## config.mk

```make
export PLATFORM = sky130hd
export DESIGN_NAME = hd_controller_flat
export DESIGN_NICKNAME = d
export VERILOG_FILES = /design/src/rtl/hd_controller_if.sv /design/src/rtl/hd_controller.sv /design/src/flat_wrapper.sv
export SDC_FILE = /design/constraint.sdc
export NUM_CORES = 1
export LEC_CHECK = 0
export CORE_MARGIN = 3
export CORE_UTILIZATION = 35
export DETAILED_ROUTE_END_ITERATION = 16
export GPL_ROUTABILITY_DRIVEN = 0
export PLACE_DENSITY = 0.9
export SYNTH_ARGS = -nofsm -noshare
export SYNTH_HDL_FRONTEND = slang
export SYNTH_SLANG_ARGS = --single-unit
```

## constraint.sdc

```tcl
create_clock -name clock -period 2.3 [get_ports clock]
set_input_delay 0.46 -clock clock [delete_from_list [all_inputs] [get_ports clock]]
set_output_delay 0.46 -clock clock [all_outputs]
set_load 0.05 [all_outputs]
```

## src/rtl/hd_controller_if.sv

```systemverilog
// Requester-side bus of the hard drive controller: two requesters packed side by side.
interface hd_controller_if #(
    parameter int LEN_W = 8
);
    logic [1:0]         req;
    logic [1:0]         req_write;
    logic [13:0]        req_track;
    logic [27:0]        req_sector;
    logic [2*LEN_W-1:0] req_len;
    logic [63:0]        wdata;
    logic [1:0]         grant;
    logic [1:0]         wready;
    logic [1:0]         rvalid;
    logic [31:0]        rdata;
    logic [1:0]         done;
    logic [1:0]         err;

    modport master (
        output req, req_write, req_track, req_sector, req_len, wdata,
        input  grant, wready, rvalid, rdata, done, err
    );

    modport slave (
        input  req, req_write, req_track, req_sector, req_len, wdata,
        output grant, wready, rvalid, rdata, done, err
    );
endinterface

```

## src/rtl/hd_controller.sv

```systemverilog
// Round-robin burst sequencer between two requesters and the single-port hard drive.
// Each burst walks consecutive sectors, wrapping sector into track and track back to 0.
module hd_controller #(
    parameter int TRACKS  = 7,
    parameter int SECTORS = 14,
    parameter int LEN_W   = 8
) (
    input  logic        clock,
    input  logic        reset,
    hd_controller_if.slave bus,
    output logic [6:0]  track,
    output logic [13:0] sector,
    output logic [31:0] data_write,
    output logic        flag_write_hd,
    input  logic [31:0] output_hard_drive
);
    localparam logic [6:0]  TRK_LIM = 7'(TRACKS);
    localparam logic [6:0]  TRK_MAX = 7'(TRACKS - 1);
    localparam logic [13:0] SEC_LIM = 14'(SECTORS);
    localparam logic [13:0] SEC_MAX = 14'(SECTORS - 1);

    typedef enum logic [1:0] {IDLE, XFER, DONE} state_t;

    state_t             state, nxt;
    logic               owner, last, dir_wr;
    logic [6:0]         cur_trk;
    logic [13:0]        cur_sec;
    logic [LEN_W-1:0]   cnt;
    logic [1:0]         err_r, rvalid_r, oh;
    logic [31:0]        rdata_r;

    // winner's request fields, muxed before any validation
    logic               win, w_wr, w_bad;
    logic [6:0]         w_trk;
    logic [13:0]        w_sec;
    logic [LEN_W-1:0]   w_len;

    assign oh         = owner ? 2'b10 : 2'b01;
    assign bus.err    = err_r;
    assign bus.rvalid = rvalid_r;
    assign bus.rdata  = rdata_r;

    // State register; reset abandons any burst in progress
    always_ff @(posedge clock or negedge reset) begin
        if (!reset) state <= IDLE;
        else        state <= nxt;
    end

    // Arbitration, request validation, next state and hard drive port decode
    always_comb begin
        win           = 1'b0;
        nxt           = state;
        bus.grant     = '0;
        bus.wready    = '0;
        bus.done      = '0;
        track         = '0;
        sector        = '0;
        data_write    = '0;
        flag_write_hd = 1'b0;
        case (bus.req)
            2'b10:   win = 1'b1;
            2'b11:   win = ~last;
            default: win = 1'b0;
        endcase
        w_wr  = win ? bus.req_write[1]            : bus.req_write[0];
        w_trk = win ? bus.req_track[13:7]         : bus.req_track[6:0];
        w_sec = win ? bus.req_sector[27:14]       : bus.req_sector[13:0];
        w_len = win ? bus.req_len[2*LEN_W-1:LEN_W] : bus.req_len[LEN_W-1:0];
        w_bad = (w_trk >= TRK_LIM) || (w_sec >= SEC_LIM) || (w_len == '0);
        case (state)
            IDLE:    if (|bus.req && !w_bad) nxt = XFER;
            XFER:    if (cnt == LEN_W'(1)) nxt = DONE;
            DONE:    nxt = IDLE;
            default: nxt = IDLE;
        endcase
        if (state == XFER) begin
            bus.grant = oh;
            track     = cur_trk;
            sector    = cur_sec;
            if (dir_wr) begin
                bus.wready    = oh;
                flag_write_hd = 1'b1;
                data_write    = owner ? bus.wdata[63:32] : bus.wdata[31:0];
            end
        end
        if (state == DONE) bus.done = oh;
    end

    // Burst context: latch on grant, advance address and count per word, capture read data
    always_ff @(posedge clock or negedge reset) begin
        if (!reset) begin
            owner    <= 1'b0;
            last     <= 1'b1;
            dir_wr   <= 1'b0;
            cur_trk  <= '0;
            cur_sec  <= '0;
            cnt      <= '0;
            err_r    <= '0;
            rvalid_r <= '0;
            rdata_r  <= '0;
        end else begin
            err_r    <= '0;
            rvalid_r <= '0;
            case (state)
                IDLE: if (|bus.req) begin
                    last <= win;
                    if (w_bad) begin
                        err_r <= win ? 2'b10 : 2'b01;
                    end else begin
                        owner   <= win;
                        dir_wr  <= w_wr;
                        cur_trk <= w_trk;
                        cur_sec <= w_sec;
                        cnt     <= w_len;
                    end
                end
                XFER: begin
                    cnt <= cnt - LEN_W'(1);
                    if (cur_sec == SEC_MAX) begin
                        cur_sec <= '0;
                        cur_trk <= (cur_trk == TRK_MAX) ? '0 : cur_trk + 7'd1;
                    end else begin
                        cur_sec <= cur_sec + 14'd1;
                    end
                    if (!dir_wr) begin
                        rdata_r  <= output_hard_drive;
                        rvalid_r <= oh;
                    end
                end
                default: ;
            endcase
        end
    end
endmodule

```

## src/flat_wrapper.sv

```systemverilog
// flat-port wrapper written by rule: the top's interface ports become plain ports
module hd_controller_flat 
#(
    parameter int TRACKS  = 7,
    parameter int SECTORS = 14,
    parameter int LEN_W   = 8
)
  (clock, reset, track, sector, data_write, flag_write_hd, output_hard_drive, bus_req, bus_req_write, bus_req_track, bus_req_sector, bus_req_len, bus_wdata, bus_grant, bus_wready, bus_rvalid, bus_rdata, bus_done, bus_err);
  hd_controller_if #(.LEN_W(LEN_W)) bus_i ();
  input  logic clock;
  input  logic reset;
  output logic [6:0] track;
  output logic [13:0] sector;
  output logic [31:0] data_write;
  output logic flag_write_hd;
  input  logic [31:0] output_hard_drive;
  input wire logic [$bits(bus_i.req)-1:0] bus_req;
  input wire logic [$bits(bus_i.req_write)-1:0] bus_req_write;
  input wire logic [$bits(bus_i.req_track)-1:0] bus_req_track;
  input wire logic [$bits(bus_i.req_sector)-1:0] bus_req_sector;
  input wire logic [$bits(bus_i.req_len)-1:0] bus_req_len;
  input wire logic [$bits(bus_i.wdata)-1:0] bus_wdata;
  output wire logic [$bits(bus_i.grant)-1:0] bus_grant;
  output wire logic [$bits(bus_i.wready)-1:0] bus_wready;
  output wire logic [$bits(bus_i.rvalid)-1:0] bus_rvalid;
  output wire logic [$bits(bus_i.rdata)-1:0] bus_rdata;
  output wire logic [$bits(bus_i.done)-1:0] bus_done;
  output wire logic [$bits(bus_i.err)-1:0] bus_err;
  assign bus_i.req = bus_req;
  assign bus_i.req_write = bus_req_write;
  assign bus_i.req_track = bus_req_track;
  assign bus_i.req_sector = bus_req_sector;
  assign bus_i.req_len = bus_req_len;
  assign bus_i.wdata = bus_wdata;
  assign bus_grant = bus_i.grant;
  assign bus_wready = bus_i.wready;
  assign bus_rvalid = bus_i.rvalid;
  assign bus_rdata = bus_i.rdata;
  assign bus_done = bus_i.done;
  assign bus_err = bus_i.err;
  hd_controller #(.TRACKS(TRACKS), .SECTORS(SECTORS), .LEN_W(LEN_W)) u_core (.clock(clock), .reset(reset), .bus(bus_i), .track(track), .sector(sector), .data_write(data_write), .flag_write_hd(flag_write_hd), .output_hard_drive(output_hard_drive));
endmodule
```

==> run_results.csv, run 1 <==
group,metric,value,unit
outcome,status,"complete, no violations",
pwr,pwr-share-comb,0.569,
global_route,first_global_vias,5312,
setup_path,r2r_cells,6,
floorplan,core,12060,um2
global_route,grt_overflow,0,
sta,postLayoutSetupSlackWorst,0.05685,ns
setup_path,end_kind,"register",
detailed_routing,vias,5020,
cts,clk_pin_slew,0.06,ns
sta,maxSlewViolCount,0,
sta,hold_viol,0,
logic_synthesis,synth_edf_count,0,
logic_synthesis,synth-seq-cells,70,
min_path,min_path_type,"in -> async",
detailed_routing,drt_pass1_iterations,7,
placed_design,place_area,8162,um2
detailed_routing,finalWirelength,17640,um
placed_design,pre_cts_slack,-0.3717,ns
floorplan,dieArea,13770,um2
pwr,leakage,3.359,nW
logic_synthesis,synth_cells,485,
logic_synthesis,syn-mean-instance-area,8.947,um2
layout,fillers,778,
detailed_routing,drtIter0Drc,457,
setup_path,start_kind,"register",
detailed_routing,via_per_inst,5.398,
cts,cts_root_buffer,"clkbuf_16",
sta,timing.fmax,445.8,MHz
cts,clk-insertion-delay-late,0.33,ns
sta,skew,0.009706,ns
layout,area_delta_synth_final,96.89,%
setup_path,cp_data_arrival_time,2.45,ns
logic_synthesis,syn_area,4339,um2
sta,fin_crit,2.243,ns
floorplan,fp.dieW,117.3,um
sta,period_share,0.9753,
cts,clock_tree.buffer_depth,2,
pwr,clock_power_share,0.193,
floorplan,io_pins,256,
global_route,grt_max_degree,71,
layout,fin_cells,930,
detailed_routing,routedWlPerCell,18.97,um
pwr,p_int,4.894,mW
logic_synthesis,syn-num-nets,651,
pwr,peakVddDrop,1.061,mV
logic_synthesis,yosysWarnings,0,
placed_design,io_buffers,255,
global_route,antenna_found_initial,0,
logic_synthesis,seq_area_frac_synth,0.4040,
sta,setup_tns,0,ns
logic_synthesis,synth_ff_type,"dfrtp_1",
pwr,power_switching,3.621,mW
layout,diodes,0,
logic_synthesis,synthArstFlopShare,1.000,
detailed_routing,ant_nets,0,
floorplan,die_h,117.3,um
cts,htreeDepth,3,
global_route,grt_pass1_wl,28400,um
cts,cts_tree,"yes",
floorplan,start_util,0.3598,
global_route,grt.total_usage,0.2527,
setup_path,cp.required,2.51,ns
sta,max_slew.worst_pin.slew,0.5752,ns
layout,layout-drive-gt1-share,0.2625,
floorplan,row_count,40,
pwr,swShare,0.4252,
setup_path,crit_fanout,6,
sta,finalSetupViolations,0,
sta,rsz0062_at_grt,"true",
placed_design,dpl.hpwl,14000,um
flow_run,drv_cap,0,
pwr,pwr-share-seq,0.238,
pwr,p_per_area,996.6,nW/um2
cts,cts_buffers,9,
layout,nets,923,
detailed_routing,drc_errors,0,
sta,hold_ws,0.1458,ns
sta,slew_headroom,0.6136,
placed_design,dp_cells,914,
setup_path,path_class,"reg -> reg",
layout,final_cell_area,8543,um2
cts,numClockSinks,70,
logic_synthesis,synth.distinct_cells,50,
worst paths after layout:
path,start,endpoint,slack (ns)
min in group clock,u_core.bus.rdata[10],u_core.bus.rdata[10],0.50
worst min register to register,u_core.bus.rdata[10],u_core.bus.rdata[10],0.50
worst min-delay path,reset,u_core.cur_sec[12],0.15
worst max register to register,u_core.cur_sec[12],u_core.cur_trk[1],0.06
max in group asynchronous,reset,u_core.last,1.81
worst max-delay path,u_core.cur_sec[12],u_core.cur_trk[1],0.06
metal layers:
metal / vias to the layer above / track usage / routed length (um)
met5: - / 0 / 0
met4: 0 / 0.06818 / 472
met3: 56 / 0.06991 / 1596
met2: 313 / 0.4577 / 9066
met1: 2375 / 0.2932 / 6509
li1: 2276 / - / -
Yosys cell counts (2+ instances only):
cell	n	area share
inv_1	12	0.010
mux2_2	35	0.091
buf_2	4	0.0046
nand3_1	16	0.018
a31oi_1	10	0.014
nor2_1	62	0.054
nor4_1	5	0.0072
a2bb2oi_1	3	0.0061
dfrtp_1	69	0.40
nor3b_1	3	0.0052
mux2i_1	38	0.088
a211oi_1	8	0.014
and2_1	19	0.027
nor3_1	13	0.015
nor4b_1	2	0.0040
nand2b_1	2	0.0029
nand4_1	5	0.0072
a21oi_1	14	0.016
ha_1	6	0.017
o21ai_0	26	0.030
o22ai_1	5	0.0072
o31ai_1	5	0.0087
o22a_1	5	0.010
nand2_1	53	0.046
or4_1	5	0.0087
and3_1	9	0.013
clkbuf_1	24	0.021
nor2b_1	3	0.0043
or2_2	3	0.0043
cells in the final DEF, fill, tap and decap left out, types with 10 or more instances in the layout:
| master | synthesis | final |
|---|---|---|
| o21ai_0 | 26 | 25 |
| inv_1 | 12 | 10 |
| mux2i_1 | 38 | 38 |
| nor2_4 | 0 | 30 |
| mux2_2 | 35 | 35 |
| dfrtp_1 | 69 | 67 |
| nand3_1 | 16 | 16 |
| nor2_1 | 62 | 27 |
| nor3_1 | 13 | 13 |
| buf_12 | 0 | 65 |
| buf_4 | 0 | 27 |
| and2_1 | 19 | 19 |
| nand2_1 | 53 | 52 |
| clkdlybuf4s50_1 | 0 | 194 |
| a21oi_1 | 14 | 14 |
area by class of cell:
class	count	area (um2)	share of cell area
Timing Repair Buffer	291	3496	0.4092
Multi-Input combinational cell	372	2673	0.3128
Sequential cell	70	1755	0.2055
Clock buffer	11	252.7	0.02958
Tap cell	168	210.2	0.02460
Clock inverter	5	103.9	0.01216
Inverter	13	52.55	0.006151
repair_timing:
item,in CTS,in global routing
endpoints found under the setup margin,3,60
pin swaps,0,2
buffers inserted,0,0
hold buffers,0,0
resized for setup,1,8
endpoints found under the hold margin,0,0
flip-flops by register name, indices dropped and copies added (netlist names):
name / flops
u_core.bus.err: 2
u_core.bus.rdata: 32
u_core.bus.rvalid: 2
u_core.cnt: 8
u_core.cur_sec: 14
u_core.cur_trk: 7
u_core.dir_wr: 1
u_core.last: 1
u_core.owner: 1
u_core.state: 2
worst max-delay path: stages (launching register included):
cell and delay [ns]:
dfrtp_2 0.44, or4_1 0.55, nor4b_2 0.23, a41o_2 0.27, inv_2 0.07, nor2_1 0.20
mux2_2 0.37
per-stage QoR:
stage | utilization | power, mW
final | 0.7083 | 8.515
after global routing | 0.7083 | 8.913
after CTS | 0.7065 | 8.485
after detailed placement | 0.6767 | 6.804
after global placement | 0.6767 | 6.612
after floorplan | - | 4.677
kinds of logic after synthesis:
kind of cell / count (synthesis) / synth area share
and+or+nand+nor: 204 / 0.2258
AOI/OAI and AO/OA: 89 / 0.1344
muxes: 73 / 0.1785
DFF: 70 / 0.4040
buffers and inverters: 43 / 0.04008
adders and majority gates: 6 / 0.01730
power groups by stage:
| stage | Combinational [mW] | Clock [mW] | Sequential [mW] |
|---|---|---|---|
| 2_1_floorplan | 2.23 | 0 | 2.45 |
| 3_5_place_dp | 4.79 | 0 | 2.02 |
| 5_1_grt | 5.12 | 1.71 | 2.08 |
| 4_1_cts | 4.82 | 1.65 | 2.01 |
| 6_report | 4.84 | 1.64 | 2.03 |
| 3_3_place_gp | 4.64 | 0 | 1.98 |
Note: power is estimated with default switching activity, not from simulation.
==> run 2, diff against run 1 <==
--- a/config.mk
+++ b/config.mk
@@ -5,11 +5,12 @@
 export SDC_FILE = /design/constraint.sdc
 export NUM_CORES = 1
 export LEC_CHECK = 0
-export CORE_MARGIN = 3
+export CAP_MARGIN = 20
 export CORE_UTILIZATION = 35
 export DETAILED_ROUTE_END_ITERATION = 16
 export GPL_ROUTABILITY_DRIVEN = 0
 export PLACE_DENSITY = 0.9
+export SETUP_SLACK_MARGIN = 0.02
 export SYNTH_ARGS = -nofsm -noshare
 export SYNTH_HDL_FRONTEND = slang
 export SYNTH_SLANG_ARGS = --single-unit
==> run 2 against run 1 <==
Compared with the run above:
- non-clock buffer count increased by 7
- global-route usage increased by 0.92 points
- critical path depth increased by 3
- register-to-register slack about the same
- final cell count increased by 0.75%
- via count decreased by 0.68%
- total power increased by 0.50%
- routed wire length increased by 0.63%
- count of clock-buffer cells in the layout unchanged
- utilization increased by 0.90 points
- hold slack improved by 0.056 ns
- clock power decreased by 8%
==> run_results.csv, run 2 (synthesis gave the netlist of run 1 again) <==
group,metric,value,unit
cts,ctsHoldBuffers,0,
global_route,first_global_vias,4914,
placed_design,dpl.hpwl,13650,um
pwr,leakage,3.401,nW
cts,clk_pin_slew,0.05,ns
sta,hold_ws,0.2016,ns
sta,slew_headroom,0.5125,
sta,rsz0062_at_grt,"true",
min_path,min_path_type,"in -> async",
layout,diodes,0,
floorplan,dieArea,12850,um2
layout,area_delta_synth_final,99.39,%
layout,layout_common_cells,"clkdlybuf4s50_1 (194), buf_12 (66), dfrtp_1 (66)",
placed_design,place_area,8182,um2
setup_path,startpoint,"bus_req_len[0]",
sta,finalSetupViolations,0,
setup_path,reg2reg_to,"u_core.cur_trk[3]",
setup_path,r2r_cells,6,
layout,final_common_cell,"clkdlybuf4s50_1",
global_route,grt_overflow,0,
detailed_routing,via_per_inst,5.321,
setup_path,start_kind,"primary input",
floorplan,io_pins,256,
floorplan,row_count,40,
layout,nets,930,
floorplan,core,12060,um2
floorplan,start_util,0.3598,
floorplan,fp.dieW,113.3,um
cts,numClockSinks,70,
detailed_routing,routedWlPerCell,18.95,um
detailed_routing,drt_pass1_iterations,7,
placed_design,io_buffers,255,
layout,layout-drive-gt1-share,0.2822,
cts,cts_root_buffer,"clkbuf_16",
floorplan,die_h,113.3,um
sta,fin_crit,2.254,ns
sta,period_share,0.9801,
layout,largest_reg_flops,32,
setup_path,path_class,"in -> reg",
sta,skew,0.009045,ns
detailed_routing,drtIter0Drc,380,
setup_path,cp_data_arrival_time,2.45,ns
setup_path,cp.required,2.50,ns
global_route,grt_max_degree,47,
sta,max_slew.worst_pin.slew,0.7312,ns
detailed_routing,drc_errors,0,
cts,clk-insertion-delay-late,0.32,ns
setup_path,crit_fanout,10,
pwr,peakVddDrop,0.9086,mV
global_route,grt_pass1_wl,26230,um
detailed_routing,vias,4986,
setup_path,end_kind,"register",
flow_run,drv_cap,0,
outcome,status,"complete, no violations",
cts,htreeDepth,3,
sta,hold_viol,0,
layout,final_cell_area,8652,um2
setup_path,r2r_start,"u_core.cur_sec[6]",
setup_path,worstSetupEndpoint,"u_core.cnt[7]",
detailed_routing,finalWirelength,17760,um
detailed_routing,ant_nets,0,
sta,timing.fmax,443.6,MHz
pwr,total_power,8.557,mW
setup_path,r2r_slack,0.07,ns
cts,cts_tree,"yes",
global_route,antenna_found_initial,0,
cts,clock_tree.buffer_depth,2,
pwr,p_per_area,989.0,nW/um2
global_route,grt.total_usage,0.2619,
cts,cts_buffers,9,
sta,maxSlewViolCount,0,
-- run 2: cell count changes in the layout (fill, tap and decap cells not counted), sizes merged --
cell,change
clkinv,+1
buf,+7
clkinvlp,+1
inv,-1
bufinv,-1
-- run 2: worst min-delay path by stage --
stage	from	to
global placement	u_core.last	u_core.last
detailed placement	u_core.last	u_core.last
floorplan	reset	u_core.bus.err[0]
CTS	reset	u_core.bus.rdata[17]
global route	reset	u_core.bus.rdata[17]
finish	reset	u_core.bus.rdata[17]
-- run 2: critical path: stages --
cell,delay (ns)
clkdlybuf4s50_1,0.45
or4_1,0.58
nor2_1,0.15
o22ai_2,0.12
buf_4,0.15
nand2_1,0.10
buf_6,0.16
a211oi_1,0.08
o22a_1,0.20
-- run 2: repair_timing --
action | in CTS | in global routing
endpoints found under the setup margin | 15 | 68
setup buffers | 0 | 3
cloned | 0 | 2
pin swaps | 0 | 8
resized for setup | 2 | 30
-- run 2: stage by stage --
| stage | util | instances | setup slack, ns | TNS (ns) |
|---|---|---|---|---|
| after global routing | 0.7173 | 937 | -0.003477 | -0.008205 |
| after CTS | 0.7065 | 932 | 0.001480 | 0 |
| after floorplan | - | 485 | 0.04363 | 0 |
| after detailed placement | 0.6783 | 916 | -0.3501 | -8.508 |
| after global placement | 0.6783 | 916 | -0.2760 | -6.179 |
| final | 0.7173 | 937 | 0.04572 | 0 |
-- run 2: report_power, final --
| part | internal [mW] | leakage [nW] | switching [mW] | total (mW) |
|---|---|---|---|---|
| sequential | 1.63 | 0.839 | 0.404 | 2.04 |
| combinational | 2.23 | 2.40 | 2.77 | 5.01 |
| clock | 1.01 | 0.162 | 0.506 | 1.51 |
| total | 4.87 | 3.40 | 3.68 | 8.56 |
-- run 2: area by class of cell --
class                      count  area [um2]
clock buffer                  11       252.7
clock inverter                 5       81.33
fill                         821        3410
inverter                      13       55.05
multi-input combinational    372        2735
sequential                    70        1757
tap                          168       210.2
timing repair buffer         298        3561
-- run 2: routing by layer --
layer,GRT usage,wire (um),share of wire
met5,0,0,0
met1,0.3172,6796,0.38
met2,0.4732,9388,0.53
met3,0.05731,1325,0.075
met4,0.05965,244,0.014
